--- config.mk ---
export PLATFORM = sky130hd
export DESIGN_NAME = mem_port_arbiter
export DESIGN_NICKNAME = d
export VERILOG_FILES = /design/src/rtl/mem_port_arbiter.sv
export SDC_FILE = /design/constraint.sdc
export NUM_CORES = 1
export LEC_CHECK = 0
export BUFFER_PORTS_ARGS = -buffer_cell sky130_fd_sc_hd__buf_2
export CORE_AREA = 8 8 206 208
export CTS_CLUSTER_DIAMETER = 150
export CTS_CLUSTER_SIZE = 8
export DETAILED_ROUTE_END_ITERATION = 12
export DIE_AREA = 0 0 214 216
export PLACE_DENSITY = 0.57
export SYNTH_ARGS = -nofsm -noshare
export SYNTH_HDL_FRONTEND = slang
export SYNTH_SLANG_ARGS = --single-unit
--- constraint.sdc ---
create_clock -name Clk -period 2.1 [get_ports Clk]
set_input_delay 0.21 -clock Clk [delete_from_list [all_inputs] [get_ports Clk]]
set_output_delay 0.21 -clock Clk [all_outputs]
set_load 0.02 [all_outputs]
--- src/rtl/mem_port_arbiter.sv ---
// Shares one external memory port between instruction fetch and load/store.
// One outstanding transaction; memory-side signals are registered; LS has priority with starvation cap.
module mem_port_arbiter #(
    parameter int unsigned ADDR_W     = 64,
    parameter int unsigned DATA_W     = 64,
    parameter int unsigned STRB_W     = DATA_W / 8,
    parameter int unsigned STARVE_MAX = 4
) (
    input  logic              Clk,
    input  logic              Rst,
    input  logic              IfReq,
    input  logic [ADDR_W-1:0] IfAddr,
    output logic              IfGnt,
    output logic              IfRvalid,
    output logic [DATA_W-1:0] IfRdata,
    input  logic              Flush,
    input  logic              LsReq,
    input  logic              LsWe,
    input  logic [ADDR_W-1:0] LsAddr,
    input  logic [DATA_W-1:0] LsWdata,
    input  logic [STRB_W-1:0] LsWmask,
    output logic              LsGnt,
    output logic              LsRvalid,
    output logic [DATA_W-1:0] LsRdata,
    output logic              MemReq,
    output logic              MemWe,
    output logic [ADDR_W-1:0] MemAddr,
    output logic [DATA_W-1:0] MemWdata,
    output logic [STRB_W-1:0] MemWmask,
    input  logic              MemGnt,
    input  logic              MemRvalid,
    input  logic [DATA_W-1:0] MemRdata,
    output logic              HoldIf,
    output logic              HoldLs
);
    localparam int unsigned CntW = (STARVE_MAX > 0) ? $clog2(STARVE_MAX + 1) : 1;
    localparam logic [CntW-1:0] StarveLim = CntW'(STARVE_MAX);

    typedef enum logic [1:0] {StIdle, StReq, StWait, StResp} state_e;
    typedef enum logic {OwnIf, OwnLs} owner_e;

    state_e            state_q, state_d;
    owner_e            owner_q, owner_d;
    logic              kill_q, kill_d;
    logic [CntW-1:0]   starve_q, starve_d;
    logic              mem_req_q, mem_req_d;
    logic              mem_we_q, mem_we_d;
    logic [ADDR_W-1:0] mem_addr_q, mem_addr_d;
    logic [DATA_W-1:0] mem_wdata_q, mem_wdata_d;
    logic [STRB_W-1:0] mem_wmask_q, mem_wmask_d;
    logic [DATA_W-1:0] rdata_q, rdata_d;
    logic              arb_idle;
    logic              if_wins;

    // Requests are ignored while reset is held, so grants and holds stay low.
    assign arb_idle = Rst && (state_q == StIdle);
    assign if_wins  = IfReq && (!LsReq || (starve_q == StarveLim));
    assign IfGnt    = arb_idle && if_wins;
    assign LsGnt    = arb_idle && LsReq && !if_wins;

    assign IfRvalid = (state_q == StResp) && (owner_q == OwnIf) && !kill_q;
    assign LsRvalid = (state_q == StResp) && (owner_q == OwnLs);
    assign IfRdata  = IfRvalid ? rdata_q : '0;
    assign LsRdata  = LsRvalid ? rdata_q : '0;
    assign HoldIf   = Rst && IfReq && !IfRvalid;
    assign HoldLs   = Rst && LsReq && !LsRvalid;

    assign MemReq   = mem_req_q;
    assign MemWe    = mem_we_q;
    assign MemAddr  = mem_addr_q;
    assign MemWdata = mem_wdata_q;
    assign MemWmask = mem_wmask_q;

    always_comb begin
        state_d     = state_q;
        owner_d     = owner_q;
        kill_d      = kill_q;
        starve_d    = starve_q;
        mem_req_d   = mem_req_q;
        mem_we_d    = mem_we_q;
        mem_addr_d  = mem_addr_q;
        mem_wdata_d = mem_wdata_q;
        mem_wmask_d = mem_wmask_q;
        rdata_d     = rdata_q;

        // A flush while a fetch is in flight drops its response but not the memory access.
        if (Flush && (owner_q == OwnIf) && ((state_q == StReq) || (state_q == StWait))) begin
            kill_d = 1'b1;
        end

        unique case (state_q)
            StIdle: begin
                if (IfGnt) begin
                    owner_d     = OwnIf;
                    kill_d      = Flush;
                    starve_d    = '0;
                    mem_req_d   = 1'b1;
                    mem_we_d    = 1'b0;
                    mem_addr_d  = IfAddr;
                    mem_wdata_d = '0;
                    mem_wmask_d = '0;
                    state_d     = StReq;
                end else if (LsGnt) begin
                    owner_d     = OwnLs;
                    kill_d      = 1'b0;
                    mem_req_d   = 1'b1;
                    mem_we_d    = LsWe;
                    mem_addr_d  = LsAddr;
                    mem_wdata_d = LsWdata;
                    mem_wmask_d = LsWmask;
                    state_d     = StReq;
                    if (IfReq && (starve_q != StarveLim)) begin
                        starve_d = starve_q + CntW'(1);
                    end
                end
            end
            StReq: begin
                if (MemGnt) begin
                    mem_req_d = 1'b0;
                    state_d   = StWait;
                end
            end
            StWait: begin
                if (MemRvalid) begin
                    rdata_d = mem_we_q ? '0 : MemRdata;
                    state_d = StResp;
                end
            end
            StResp: begin
                kill_d  = 1'b0;
                state_d = StIdle;
            end
            default: state_d = StIdle;
        endcase
    end

    always_ff @(posedge Clk or negedge Rst) begin
        if (!Rst) begin
            state_q     <= StIdle;
            owner_q     <= OwnIf;
            kill_q      <= 1'b0;
            starve_q    <= '0;
            mem_req_q   <= 1'b0;
            mem_we_q    <= 1'b0;
            mem_addr_q  <= '0;
            mem_wdata_q <= '0;
            mem_wmask_q <= '0;
            rdata_q     <= '0;
        end else begin
            state_q     <= state_d;
            owner_q     <= owner_d;
            kill_q      <= kill_d;
            starve_q    <= starve_d;
            mem_req_q   <= mem_req_d;
            mem_we_q    <= mem_we_d;
            mem_addr_q  <= mem_addr_d;
            mem_wdata_q <= mem_wdata_d;
            mem_wmask_q <= mem_wmask_d;
            rdata_q     <= rdata_d;
        end
    end

endmodule
==> results.md <==
- Syn nets: 1,209
- Leading area contributor after synthesis: dfrtp_1
- Net Sw Power: 0.008524 W
- Status: finished with violations
- Core area: 39,180 µm²
- Clk_lat worst skew: 540 ps
- Num CTS Buffers: 30
- Post-synth EDFFs: 0
- Seq pwr share: about a third
- Count of cell types in the netlist: 32
- Final Slew Violations: 0
- Fin util: 44.34%
- Final Cell Area: ~17,000 µm²
- Gpl congestion: about 0.8
- Switching Share: 40.81%
- Power consumption: about 0.021 W
- Syn avg cell area: 10.40 µm²
- Clock Path Buffers: 3
- Max-Cap Viols: 0
- # H-tree levels: 1
- Arr. time, crit path: 1990 ps
- Clock-pin slew on the worst setup and hold paths: approximately 50 ps
- Critical-path maximum fanout: 8
- Grt ovf: 0
- Starting Density: approximately a quarter
- Initial antenna violation count: 4
- Endpoints failing setup: 92
- DPL Wire Length: 28,020 µm
- Area post-placement: 13,020 µm²
- Synth cell count leaders: dfrtp_1, o21ai_0, a22o_1
- IO Pins: 544
- Setup WS pre-CTS: 244.6 ps
- Worst Setup End Kind: primary output
- Detail Route Antenna Nets: 0
- TritonCTS clock tree: built
- Clock power share: 20.1%
- Slew @ Worst Pin: 542.6 ps
- CP Data Required Time: 1890 ps
- Die width: 214 µm
- Top-count cell post-synth: dfrtp_1
- Comb pwr share: 46.1%
- Seq/Total Area, Yosys: 54.10%
- CP Launch Type: register
- Vias in the first global route: 11,320
- Min-delay worst type: in2reg
- Fill cell count: roughly 3,600
- Final net count: 2,006
- Setup repair after global routing missed its margin: true
- Number of DRC violations after detailed-routing iteration 0: between 700 and 800
- Async SR Flop Fraction: 100.0%
- Final hold vios: 0
- Pwr/cell area: ~1200 nW/µm²
- Peak supply drop: 0.7709 mV
- Syn Std Cell Area: 9668 µm²
- Largest net degree at the start of global routing: 93
- Maximum clock rate: 454.3 MHz
- Via count: 10,430
- Layout cells sized above 1: 38.69%
- Tmin final: between 2000 and 2500 ps
- Synth warn: 0
- Synth top area cells: dfrtp_1, a22o_1, mux2i_1
- Die ar.: 46,220 µm²
- Port Buf Inserts: 543
- Min setup slack post-route: -101.2 ps
- Global-route wire length before repair: between 60,000 and 70,000 µm
- # DRC: 0
- Failing checks: negative setup slack
- Layout area overhead: 79.71%
- Internal cell power: about 0.012 W
- Final WL: about 44,000 µm
- Die H: ~220 µm
- Leak Pwr: around 9 nW
- Synth Register Bits: 209
- Clk Tree Root Cell: clkbuf_16
- Drt pass-1 iters: 5
- TritonCTS sink count: 209
- Slew Limit Headroom: 63.83%
- Synth top area share: between 50 and 60%
- Final period utilization: 104.8%
- Routed vias/inst: 4.622
- Rows: 73
- Synthesized instance count: 930
- Worst Setup Path Type: reg2out
- Ys flop type: dfrtp_1
- Total global-route track usage: 17.99%
- DR WL/cell: a little under 20 µm
- Post-Route Skew: 16.24 ps
==> metal layers <==
metal	vias up	GRT usage (%)	wire length, µm
met1	5008	21.76	18020
met2	497	30.80	21440
met5	-	0	23
met4	4	6.006	1270
li1	4836	-	-
met3	82	4.657	3171
==> path summary, 6_finish.rpt <==
| check | start | to | slack (ps) | depth (start not counted) |
|---|---|---|---|---|
| setup / recovery | state_q[0]$_DFFE_PN0P_ | IfRdata[34] | -100 | 7 |
| hold / removal | LsAddr[9] | MemAddr[9]$_DFFE_PN0P_ | 50 | 3 |
| setup reg to reg | state_q[1]$_DFFE_PN0P_ | MemWdata[41]$_DFFE_PN0P_ | 230 | 8 |
| hold reg to reg | MemWdata[35]$_DFFE_PN0P_ | MemWdata[35]$_DFFE_PN0P_ | 490 | 1 |
| max in group asynchronous | Rst | MemWdata[20]$_DFFE_PN0P_ | 1140 | 3 |
| min in group asynchronous | Rst | owner_q$_DFFE_PN0P_ | 200 | 2 |
==> layout by cell type (no fill, tap or decap), drive strengths merged, types with 34 or more instances in the layout <==
cell type and n:
clkbuf 34, dfrtp 209, nand2 68, dlygate4sd3 267, nand2b 64, o21ai 130, mux2i 65, buf 580
nand3 68, a22o 75, and3 65, and2 66
==> timing repair <==
item / 4_1_cts / 5_1_grt
setup buffers: 8 / 4
pin swaps: 12 / 6
resized for setup: 170 / 13
hold buffers: 267 / 0
endpoints found under the hold margin: 412 / 0
setup endpoints to repair: 74 / 134
cloned: 7 / 1
==> logic make-up after synthesis <==
group / after synthesis / share of synthesized area [%]
fa+ha+maj: 7 / 0.9059
compound gates: 212 / 14.07
flops: 209 / 54.10
simple gates: 340 / 19.35
buf+inv: 94 / 4.530
xor+xnor: 1 / 0.09061
mux: 67 / 6.963
==> worst max-delay path, stage by stage (launching register included) <==
cell	delay [ps]
dfrtp_1	430
ha_4	180
nor3b_4	150
buf_12	140
buf_12	130
buf_16	140
and2_4	160
buf_6	130
==> layout make-up <==
class / instances / area, µm² / share of cell area [%]
well taps: 525 / 656.9 / 3.781
diodes: 2 / 5.005 / 0.02881
inverters: 7 / 26.28 / 0.1512
flip-flops and latches: 209 / 5231 / 30.11
clock inverters: 2 / 25.02 / 0.1440
multi-input cells: 627 / 4185 / 24.09
repair buffers: 852 / 6486 / 37.33
clock buffers: 32 / 758.2 / 4.364
==> per-stage QoR <==
stage | instances | setup TNS (ps) | hold slack (ps)
6_report | 2256 | -4903 | 45.32
5_1_grt | 2256 | -14390 | 67.28
3_5_place_dp | 1934 | 0 | 58.26
3_3_place_gp | 1934 | 0 | 54.59
2_1_floorplan | 930 | 0 | -85.59
4_1_cts | 2250 | -9707 | 27.17
==> power groups by stage <==
stage | registers (W) | clock network [W] | logic (W)
after floorplan | 0.00812 | 0 | 0.00373
after global placement | 0.00695 | 0 | 0.00817
after detailed placement | 0.00696 | 0 | 0.00834
after CTS | 0.00698 | 0.00435 | 0.00956
after global routing | 0.00725 | 0.00448 | 0.0104
final | 0.00706 | 0.00420 | 0.00963
==> sequential cells by signal, summed over array words and instances, names as in the netlist <==
| signal | flops |
|---|---|
| MemWdata | 64 |
| MemAddr | 64 |
| kill_q | 1 |
| rdata_q | 64 |
| state_q | 2 |
| MemReq | 1 |
| starve_q | 3 |
| MemWmask | 8 |
| owner_q | 1 |
| MemWe | 1 |
(Power assumes the default switching activity.)
